===== src/rtl/tone_detector.sv =====
// Receive-side tone detector: locks onto a square-wave input whose half-periods
// fall inside [MIN_HALF, MAX_HALF] and reports each keyed symbol as a dit or dah pulse.
module tone_detector #(
  parameter logic [15:0] MIN_HALF   = 16'h9C40,
  parameter logic [15:0] MAX_HALF   = 16'hA945,
  parameter int unsigned LOCK_EDGES = 4,
  parameter logic [9:0]  DAH_HALVES = 10'd144
) (
  input  logic clk,
  input  logic rst,
  input  logic tone_in,
  output logic tone_present,
  output logic dit,
  output logic dah
);

  typedef enum logic [1:0] {
    IDLE,
    ACQUIRE,
    LOCKED
  } state_t;

  localparam logic [15:0] TIMEOUT  = MAX_HALF + 16'd1;
  localparam logic [7:0]  RUN_LAST = 8'(LOCK_EDGES - 1);
  localparam logic [9:0]  SYM_LOAD = 10'(LOCK_EDGES);

  state_t      state;
  logic [2:0]  sync;
  logic [15:0] half_cnt;
  logic [7:0]  run;
  logic [9:0]  sym;

  logic edge_seen;
  logic edge_valid;
  logic timeout;

  // sync[1:0] is the synchronizer, sync[2] the edge-detect stage
  assign edge_seen  = sync[2] ^ sync[1];
  assign edge_valid = edge_seen && (half_cnt >= MIN_HALF) && (half_cnt <= MAX_HALF);
  assign timeout    = (half_cnt == TIMEOUT);

  always_ff @(posedge clk) begin
    if (rst) begin
      state        <= IDLE;
      sync         <= '0;
      half_cnt     <= '1;
      run          <= '0;
      sym          <= '0;
      tone_present <= 1'b0;
      dit          <= 1'b0;
      dah          <= 1'b0;
    end else begin
      sync <= {sync[1:0], tone_in};
      dit  <= 1'b0;
      dah  <= 1'b0;

      if (edge_seen) begin
        half_cnt <= 16'd1;
      end else if (half_cnt != '1) begin
        half_cnt <= half_cnt + 16'd1;
      end

      case (state)
        IDLE: begin
          if (edge_seen) begin
            state <= ACQUIRE;
            run   <= '0;
          end
        end

        ACQUIRE: begin
          if (edge_seen) begin
            if (edge_valid) begin
              if (run == RUN_LAST) begin
                state        <= LOCKED;
                tone_present <= 1'b1;
                sym          <= SYM_LOAD;
                run          <= '0;
              end else begin
                run <= run + 8'd1;
              end
            end else begin
              run <= '0;
            end
          end else if (half_cnt > MAX_HALF) begin
            state <= IDLE;
            run   <= '0;
          end
        end

        LOCKED: begin
          if (edge_valid) begin
            if (sym != '1) begin
              sym <= sym + 10'd1;
            end
          end else if (edge_seen || timeout) begin
            // an edge coinciding with the timeout is invalid, so this is one loss
            state        <= IDLE;
            tone_present <= 1'b0;
            if (sym < DAH_HALVES) begin
              dit <= 1'b1;
            end else begin
              dah <= 1'b1;
            end
          end
        end

        default: begin
          state <= IDLE;
          run   <= '0;
        end
      endcase
    end
  end

endmodule

===== config.mk =====
export PLATFORM = sky130hd
export DESIGN_NAME = tone_detector
export DESIGN_NICKNAME = d
export VERILOG_FILES = /design/src/rtl/tone_detector.sv
export SDC_FILE = /design/constraint.sdc
export NUM_CORES = 1
export LEC_CHECK = 0
export ABC_CLOCK_PERIOD_IN_PS = 1980
export CAP_MARGIN = 20
export CORE_ASPECT_RATIO = 1.2
export CORE_MARGIN = 2
export CORE_UTILIZATION = 55
export CTS_CLUSTER_SIZE = 40
export DETAILED_ROUTE_END_ITERATION = 7
export GPL_ROUTABILITY_DRIVEN = 0
export GPL_TIMING_DRIVEN = 0
export PLACE_DENSITY = 0.8
export REMOVE_ABC_BUFFERS = 1
export SYNTH_ARGS = -nofsm -noshare
export SYNTH_HDL_FRONTEND = slang
export SYNTH_SLANG_ARGS = --single-unit
export TNS_END_PERCENT = 50

===== constraint.sdc =====
create_clock -name clk -period 1.98 [get_ports clk]
set_input_delay 0.396 -clock clk [delete_from_list [all_inputs] [get_ports clk]]
set_output_delay 0.396 -clock clk [all_outputs]
set_load 0.02 [all_outputs]

==> results of run 1 <==
-- where the power goes --
part	internal [mW]	switching (mW)	total, mW	leakage (nW)
clock network	0.237	0.295	0.532	0.0438
registers	0.953	0.154	1.11	0.342
logic	0.310	0.345	0.655	0.608
total	1.50	0.794	2.29	0.994
-- placed cells by master (no fill, tap or decap), types with 3 or more instances in the layout --
cell type / Yosys / routed
clkdlybuf4s50_1: 0 / 4
and2_1: 3 / 3
buf_4: 1 / 19
xor2_1: 7 / 7
nand4_1: 5 / 5
dfxtp_4: 0 / 3
nor4_1: 7 / 5
nand3_1: 15 / 14
and3_1: 8 / 8
dfxtp_1: 42 / 28
a311oi_2: 3 / 3
nor2b_1: 5 / 3
or2_2: 3 / 3
a21oi_1: 17 / 17
nand2b_1: 5 / 5
xnor2_1: 7 / 7
nor2_1: 19 / 19
inv_1: 5 / 3
o211a_1: 3 / 3
ha_1: 6 / 4
o21ai_0: 24 / 23
dfxtp_2: 0 / 11
clkbuf_8: 0 / 5
nor3_1: 12 / 10
nand2_1: 27 / 26
-- cells in the mapped netlist, drive strengths merged, types with 3 or more instances --
library cell,count
nor3,12
nor4,7
nand4,6
nor2b,5
o211a,3
xor2,8
nor2,19
nand3,15
a21oi,19
o21ai,25
xnor2,7
clkbuf,4
nand2b,5
and4,4
ha,6
nand2,27
and3,11
a41oi,3
a311oi,4
or2,3
and2,5
inv,5
dfxtp,42
buf,9
-- layout make-up --
type / count / share of cell area (%)
clock inverters: 2 / 0.3578
clock buffers: 5 / 2.460
flip-flops and latches: 42 / 30.95
multi-input cells: 219 / 55.41
inverters: 5 / 0.6708
well taps: 56 / 2.504
repair buffers: 26 / 7.648
-- repair_timing --
| item | CTS | global route |
|---|---|---|
| gates resized for setup | 32 | 15 |
| setup endpoints to repair | 37 | 24 |
| gates cloned | 1 | 0 |
| pin swaps | 10 | 11 |
| endpoints found under the hold margin | 0 | 0 |
| setup buffers | 9 | 11 |
-- worst max-delay path: stages, from the launching register on --
cell and delay [ps]:
dfxtp_4 370, o21a_1 210, o311ai_4 330, o2111ai_4 240
a22oi_2 280, buf_4 190, o211a_1 150, nor3_1 40
-- routing by layer --
| layer | share of wire (%) | global-route usage [%] |
|---|---|---|
| met1 | 43 | 28.03 |
| met2 | 52 | 37.71 |
| met3 | 4.0 | 4.727 |
| met4 | 1.1 | 7.021 |
| met5 | 0 | 0 |
-- worst min-delay path by stage --
stage	from	endpoint	slack, ps	depth (start not counted)
2_1_floorplan	sync[0]	sync[1]	410	1
3_3_place_gp	sync[0]	sync[1]	420	1
3_5_place_dp	sync[0]	sync[1]	430	1
4_1_cts	sync[0]	sync[1]	450	1
5_1_grt	sync[0]	sync[1]	480	1
6_report	sync[0]	sync[1]	450	1
-- sequential cells by signal, indices dropped and copies added (netlist names) --
register      cells
tone_present      1
dah               1
sync              3
dit               1
run               8
half_cnt         16
sym              10
state             2
-- per-stage QoR --
stage	std cells	utilization [%]	total power [mW]	hold slack [ps]
2_1_floorplan	266	-	1.479	413.8
3_3_place_gp	327	57.07	1.586	423.4
3_5_place_dp	327	57.07	1.604	428.6
4_1_cts	344	63.22	2.202	453.8
5_1_grt	355	66.15	2.420	478.2
6_report	355	66.15	2.294	448.9
-- cells by family (layout without fill, tap and decap cells) --
| family | count (synthesis) | in the layout |
|---|---|---|
| muxes | 1 | 1 |
| buffers and inverters | 19 | 38 |
| DFF | 42 | 42 |
| AOI/OAI and AO/OA | 72 | 72 |
| xor gates and xnor gates | 15 | 15 |
| adders and majority gates | 6 | 6 |
| and+or+nand+nor | 125 | 125 |
==> flow_metrics.tcl, run 1 <==
set metrics [dict create \
    dieArea_um2 4902 \
    drt_iter0_markers 187 \
    cts_tree "done" \
    reg2reg_depth 7 \
    ys_seq_elements 42 \
    crit_path_max_fanout 8 \
    cts_hold_buf 0 \
    finish.instance_area_um2 2798 \
    fin_crit_sh_pct 99.47 \
    post-place-ws_ps -534.6 \
    r2r-start "half_cnt[7]" \
    clkTransAtPathRegs_ps 80 \
    die_x_um 64.25 \
    netlist_instances 280 \
    n_antenna_cell 0 \
    antenna_found_initial 0 \
    startpoint "half_cnt[7]" \
    wl_um 5203 \
    critPathCapture "sym[4]" \
    yosys.area_share.xor_xnor_pct 5.796 \
    tns_ps 0 \
    regArea_um2 865.8 \
    multiInputGateArea_um2 1550 \
    yosys.area_share.simple_pct 28.56 \
    slew_viol_final 0 \
    maxSlewHeadroom_pct 26.90 \
    fp.dieH_um 76.30 \
    r2r_slack_ps 10 \
    yosysTopAreaCellShare_pct 35.09 \
    synth-seq-area-share_pct 35.09 \
    status "finished, final reports clean" \
    setup_viol 0 \
    final_hold_viol_count 0 \
    dpl_cell_area_um2 2414 \
    antenna_left 0 \
    grt_pass1_vias 2003 \
    synth_area_um2 2396 \
    cp.required_ps 2120 \
    max_slew.worst_pin.slew_ps 1097 \
    final.setup.worst_slack_ps 10.53 \
    gr-total-overflow 0 \
    cts_root_buffer "clkbuf_8" \
    powerDensity_nw_per_um2 820.0 \
    num-nets-final 308 \
    rsz0062_at_grt "true" \
    synthDistinctLibCells 61 \
    crit_type "reg2reg" \
    start_util_pct 56.66 \
    synth-edff-count 0 \
    grt_pass1_wl_um 8935 \
    num_io_pins 6 \
    num_rows 26 \
    fillCellCount 339 \
    max_clock_freq_mhz 507.8 \
    first_pass_iters 4 \
    synth_top_family_by_area "simple AND/OR/NAND/NOR gates" \
    synth-main-ff-cell "dfxtp_1" \
    place.port_buffers 5 \
    grt_max_degree 28 \
    async_flop_share_pct 0 \
    yosysTopAreaCell "dfxtp_1" \
    hpwlAfterDp_um 3235 \
    track_usage_pct 22.27 \
    wire_per_inst_um 14.66 \
    synth_compound_area_share_pct 21.93 \
    synthAdderAreaFrac_pct 3.133 \
    leakagePower_nw 0.9938 \
    vdd_drop_max_v 0.0007710 \
    r2r-end "sym[4]" \
    vias 2125 \
    yosys-top-cells-area "dfxtp_1 35%, o21ai_0 5.0%, nand2_1 4.2%" \
    endpoint_kind "flop" \
    yosys-mux-area-fraction_pct 0.4178 \
    vias_per_cell 5.986 \
    maxCapViolations 0 \
    startpoint_type "flop" \
    drive_gt1_share_pct 27.09 \
    min_period_ps 1969 \
    finalClockSkew_ps 4.902 \
    cts.sinks 42 \
    htree_levels 2 \
    area_growth_pct 16.76 \
    drc_errors 0 \
    fp.coreArea_um2 4229 \
    ctsLongestPathBuffers 2 \
    clock_latency_ps 300 \
    min_path_type "reg2reg" \
    ys_warn_count 0 \
    numCtsBuffers 5 \
    syn_area_per_cell_um2 8.557 \
    cp.arrival_ps 2110 \
]
(Power assumes the default switching activity.)
==> run 2, diff against run 1 <==
Settings changed: ABC_CLOCK_PERIOD_IN_PS 1980 to 2420, CORE_UTILIZATION 55 to 66, PLACE_DENSITY 0.8 to 0.89.
Clock period 1.98 ns to 2.42 ns, I/O delays scaled along.
==> flow_metrics.tcl, run 2 (synthesis results as in run 1) <==
set metrics [dict create \
    grt_pass1_vias 1859 \
    endpoint_kind "flop" \
    final.setup.worst_slack_ps 200.6 \
    status "finished, final reports clean" \
    wl_um 4616 \
    min_path_type "reg2reg" \
    crit_path_max_fanout 27 \
    wire_per_inst_um 14.47 \
    hpwlAfterDp_um 3187 \
    grt_pass1_wl_um 8024 \
    multiInputGateArea_um2 1453 \
    fp.coreArea_um2 3543 \
    maxCapViolations 0 \
    cp.arrival_ps 2420 \
    cts_root_buffer "clkbuf_8" \
    die_x_um 59 \
    final_cells 319 \
    grt_max_degree 28 \
    ctsLongestPathBuffers 2 \
    vias 1974 \
    fp.dieH_um 70 \
    antenna_left 0 \
    first_pass_iters 4 \
    r2r-end "dit" \
    vias_per_cell 6.188 \
    finish.instance_area_um2 2539 \
    gr-total-overflow 0 \
    post-place-ws_ps -134.8 \
    vdd_drop_max_v 0.0004875 \
    num_io_pins 6 \
    cts.sinks 42 \
    num-nets-final 289 \
    drive_gt1_share_pct 12.50 \
    clock_latency_ps 300 \
    rsz0062_at_grt "false" \
    reg2reg_depth 8 \
    min_period_ps 2219 \
    start_util_pct 67.62 \
    fillCellCount 279 \
    powerDensity_nw_per_um2 737.2 \
    r2r-start "half_cnt[0]" \
    tns_ps 0 \
    cts_tree "done" \
    final_common_cell "dfxtp_1" \
    dieArea_um2 4130 \
    worstHoldStart "sync[0]" \
    drc_errors 0 \
    drt_iter0_markers 136 \
    n_antenna_cell 0 \
    max_slew.worst_pin.slew_ps 1030 \
    regArea_um2 840.8 \
    regMostFlops "half_cnt" \
    finalClockSkew_ps 13.12 \
    holdPathEnd "sync[1]" \
    numCtsBuffers 5 \
    place.port_buffers 5 \
    reg.largest.list "half_cnt x16, sym x10, run x8" \
    antenna_found_initial 0 \
    num_rows 24 \
    dpl_cell_area_um2 2392 \
    final_hold_viol_count 0 \
    leakagePower_nw 0.9108 \
    largest_reg_flops 16 \
    cp.required_ps 2620 \
    r2r_slack_ps 210 \
    clkTransAtPathRegs_ps 80 \
    dp_cells 310 \
    cts_hold_buf 0 \
    track_usage_pct 24.81 \
    startpoint_type "primary input" \
    maxSlewHeadroom_pct 31.12 \
    fin_crit_sh_pct 91.71 \
    htree_levels 2 \
    setup_viol 0 \
    area_growth_pct 5.953 \
    slew_viol_final 0 \
    final_cell_mix "42 x dfxtp_1, 26 x nand2_1, 24 x o21ai_0" \
    crit_type "in2reg" \
    hold_depth 1 \
    max_clock_freq_mhz 450.6 \
]
-- run 2: final cells by class --
class | count | share of cell area (%)
clock inverter | 1 | 1.183
clock buffer | 6 | 3.253
tap | 39 | 1.922
multi-input combinational | 219 | 57.22
inverter | 5 | 0.7393
sequential | 42 | 33.12
timing repair buffer | 7 | 2.563
-- run 2: timing repair --
item,CTS,global route
resized for setup,0,3
hold endpoints to repair,0,0
endpoints found under the setup margin,0,13
buffers inserted,0,2
-- run 2: metal layers --
metal / vias up / track usage, % / wire, um
met5: - / 0 / 0
met4: 0 / 13.38 / 72
met3: 7 / 6.111 / 144
met2: 31 / 39.88 / 2328
met1: 912 / 29.67 / 2071
li1: 1024 / - / -
-- run 2: worst max-delay path by stage --
| stage | slack, ps | end | from | depth (start not counted) |
|---|---|---|---|---|
| floorplan | 380 | dit | half_cnt[0] | 8 |
| global placement | -160 | dah | rst | 3 |
| detailed placement | -130 | dah | rst | 3 |
| CTS | 20 | sym[2] | sync[1] | 6 |
| global route | 20 | dah | rst | 3 |
| finish | 200 | dah | rst | 3 |
-- run 2: through the flow --
stage	hold WS [ps]	power, mW	util [%]
2_1_floorplan	413.8	1.210	-
3_3_place_gp	417.3	1.294	67.51
3_5_place_dp	425.4	1.310	67.51
4_1_cts	444.0	1.883	70.69
5_1_grt	469.0	1.982	71.65
6_report	449.4	1.871	71.65
-- run 2: critical path: stages --
cell             delay (ps)
clkdlybuf4s50_1        1150
inv_1                   500
and3_1                  280
-- run 2: power by group --
part / switching, mW / internal (mW)
combinational: 0.230 / 0.188
sequential: 0.120 / 0.764
clock: 0.239 / 0.330
total: 0.589 / 1.28
==> variant: new RTL, config.mk and constraints of run 2 <==
Register the output `dit` once more; this adds one clock of latency there. The other outputs are not delayed to match.
--- a/src/rtl/tone_detector.sv
+++ b/src/rtl/tone_detector.sv
@@ -24,6 +24,8 @@
   localparam logic [7:0]  RUN_LAST = 8'(LOCK_EDGES - 1);
   localparam logic [9:0]  SYM_LOAD = 10'(LOCK_EDGES);
 
+  logic dit_s0;
+
   state_t      state;
   logic [2:0]  sync;
   logic [15:0] half_cnt;
@@ -47,11 +49,11 @@
       run          <= '0;
       sym          <= '0;
       tone_present <= 1'b0;
-      dit          <= 1'b0;
+      dit_s0       <= 1'b0;
       dah          <= 1'b0;
     end else begin
       sync <= {sync[1:0], tone_in};
-      dit  <= 1'b0;
+      dit_s0 <= 1'b0;
       dah  <= 1'b0;
 
       if (edge_seen) begin
@@ -98,7 +100,7 @@
             state        <= IDLE;
             tone_present <= 1'b0;
             if (sym < DAH_HALVES) begin
-              dit <= 1'b1;
+              dit_s0 <= 1'b1;
             end else begin
               dah <= 1'b1;
             end
@@ -113,4 +115,8 @@
     end
   end
 
+  always_ff @(posedge clk) begin
+    dit <= dit_s0;
+  end
+
 endmodule
Function: no difference found for any inputs over 10 cycles, from zero or initial values and one cycle with rst high; that may be too few to reach the edited logic, so the function may still have changed.
==> variant against run 2 <==
First-iteration DRC count decreased by 10%. Routed wire length up 4.1%. Sequential cell count grew 1. Final area grew 0.30%. Synthesized area up 1.7%. Setup slack got worse by 59 ps. Total power is 4.5% lower. Highest routed layer unchanged.
==> variant: results (changes against run 2) <==
metric;value;unit;change
drive_gt1_share;13.5;%;+1.0 points
ir_drop;0.585;mV;+20%
yosysUniqueCellTypes;62;;+1.6%
whs;333;ps;-116 ps
cp.arrival;2490;ps;+70 ps
gr-usage-met3;5.12;%;-0.99 points
fill_cells;283;;+1.4%
comb-power;0.428;mW;+2%
grt_pass1_wl;8360;µm;+4.1%
clock_skew;8.30;ps;-4.82 ps
use_met1;31.3;%;+1.6 points
dp_hpwl;3310;µm;+3.9%
drt_iter0_markers;122;;-10%
tightest_slew;1060;ps;+31.1 ps
worst_slack;142;ps;-58.7 ps
viasPerCell;6.32;;+2.1%
hold_depth;0;;-1
combPwrFrac;23.9;%;+1.6 points
routedWlPerCell;15.0;µm;+3.8%
ys_seq_area_share;35.3;%;+0.23 points
synthTopCellsByArea;dfxtp_1 35%, o21ai_0 4.7%, nand2_1 4.0%;;
wl_met3;127;µm;-12%
leakagePower;0.885;nW;-2.8%
cp-startpoint;half_cnt[0]$_SDFFE_PP1N_;;
stdcell_count;320;;+0.31%
wl_met1;2190;µm;+5.9%
place_area;0.00243;mm²;+1.6%
grt_use_met2;41.5;%;+1.6 points
switching_share;34.5;%;+3.1 points
dp_slack;-126;ps;+9.20 ps
status;completed;;
grt_util_all_layers;25.2;%;+0.36 points
grt_pass1_vias;1868;;+0.48%
[variant: cell types whose count changed after synthesis, sizes merged]
cell / run 2 / this run
o31a: 0 / 1
dfxtp: 42 / 43
nand2b: 5 / 6
or2b: 1 / 0
buf: 9 / 8
nor2: 19 / 18
dlygate4sd1: 1 / 0
o31ai: 1 / 0
nor3: 12 / 13
nand2: 27 / 26
clkbuf: 4 / 6
[variant: timing repair]
item,CTS,global route
hold buffers,0,0
gates resized for setup,1,1
hold endpoints to repair,0,0
setup buffers,0,2
pin swaps,0,1
setup endpoints to repair,4,10
[variant: kinds of logic after synthesis]
family | synth area share (%)
buf+inv | 5.13
mux | 0.411
simple gates | 28.2
fa+ha+maj | 3.08
xor+xnor | 5.70
compound gates | 22.2
flops | 35.3
[variant: worst max-delay path: stages (launching register included)]
cell       delay, ps
dfxtp_1          440
inv_1             90
ha_1             200
nand2b_1         130
and3_2           240
o2111ai_4        270
nand2_1          300
nor3_2           310
nor3b_1          220
[variant: how the worst min path moves through the flow]
stage,start,endpoint
after CTS,dit_s0$_SDFF_PP0_,dit$_DFF_P_
after global routing,dit_s0$_SDFF_PP0_,dit$_DFF_P_
final,dit_s0$_SDFF_PP0_,dit$_DFF_P_
after floorplan,dit_s0$_SDFF_PP0_,dit$_DFF_P_
after detailed placement,dit_s0$_SDFF_PP0_,dit$_DFF_P_
after global placement,dit_s0$_SDFF_PP0_,dit$_DFF_P_
[variant: area by class of cell]
class	instances	area, µm²	area share [%]
flip-flops and latches	43	861	33.8
well taps	39	48.8	1.92
clock inverters	2	12.5	0.491
clock buffers	6	72.6	2.85
repair buffers	7	65.1	2.56
multi-input cells	218	1470	57.6
inverters	5	18.8	0.737
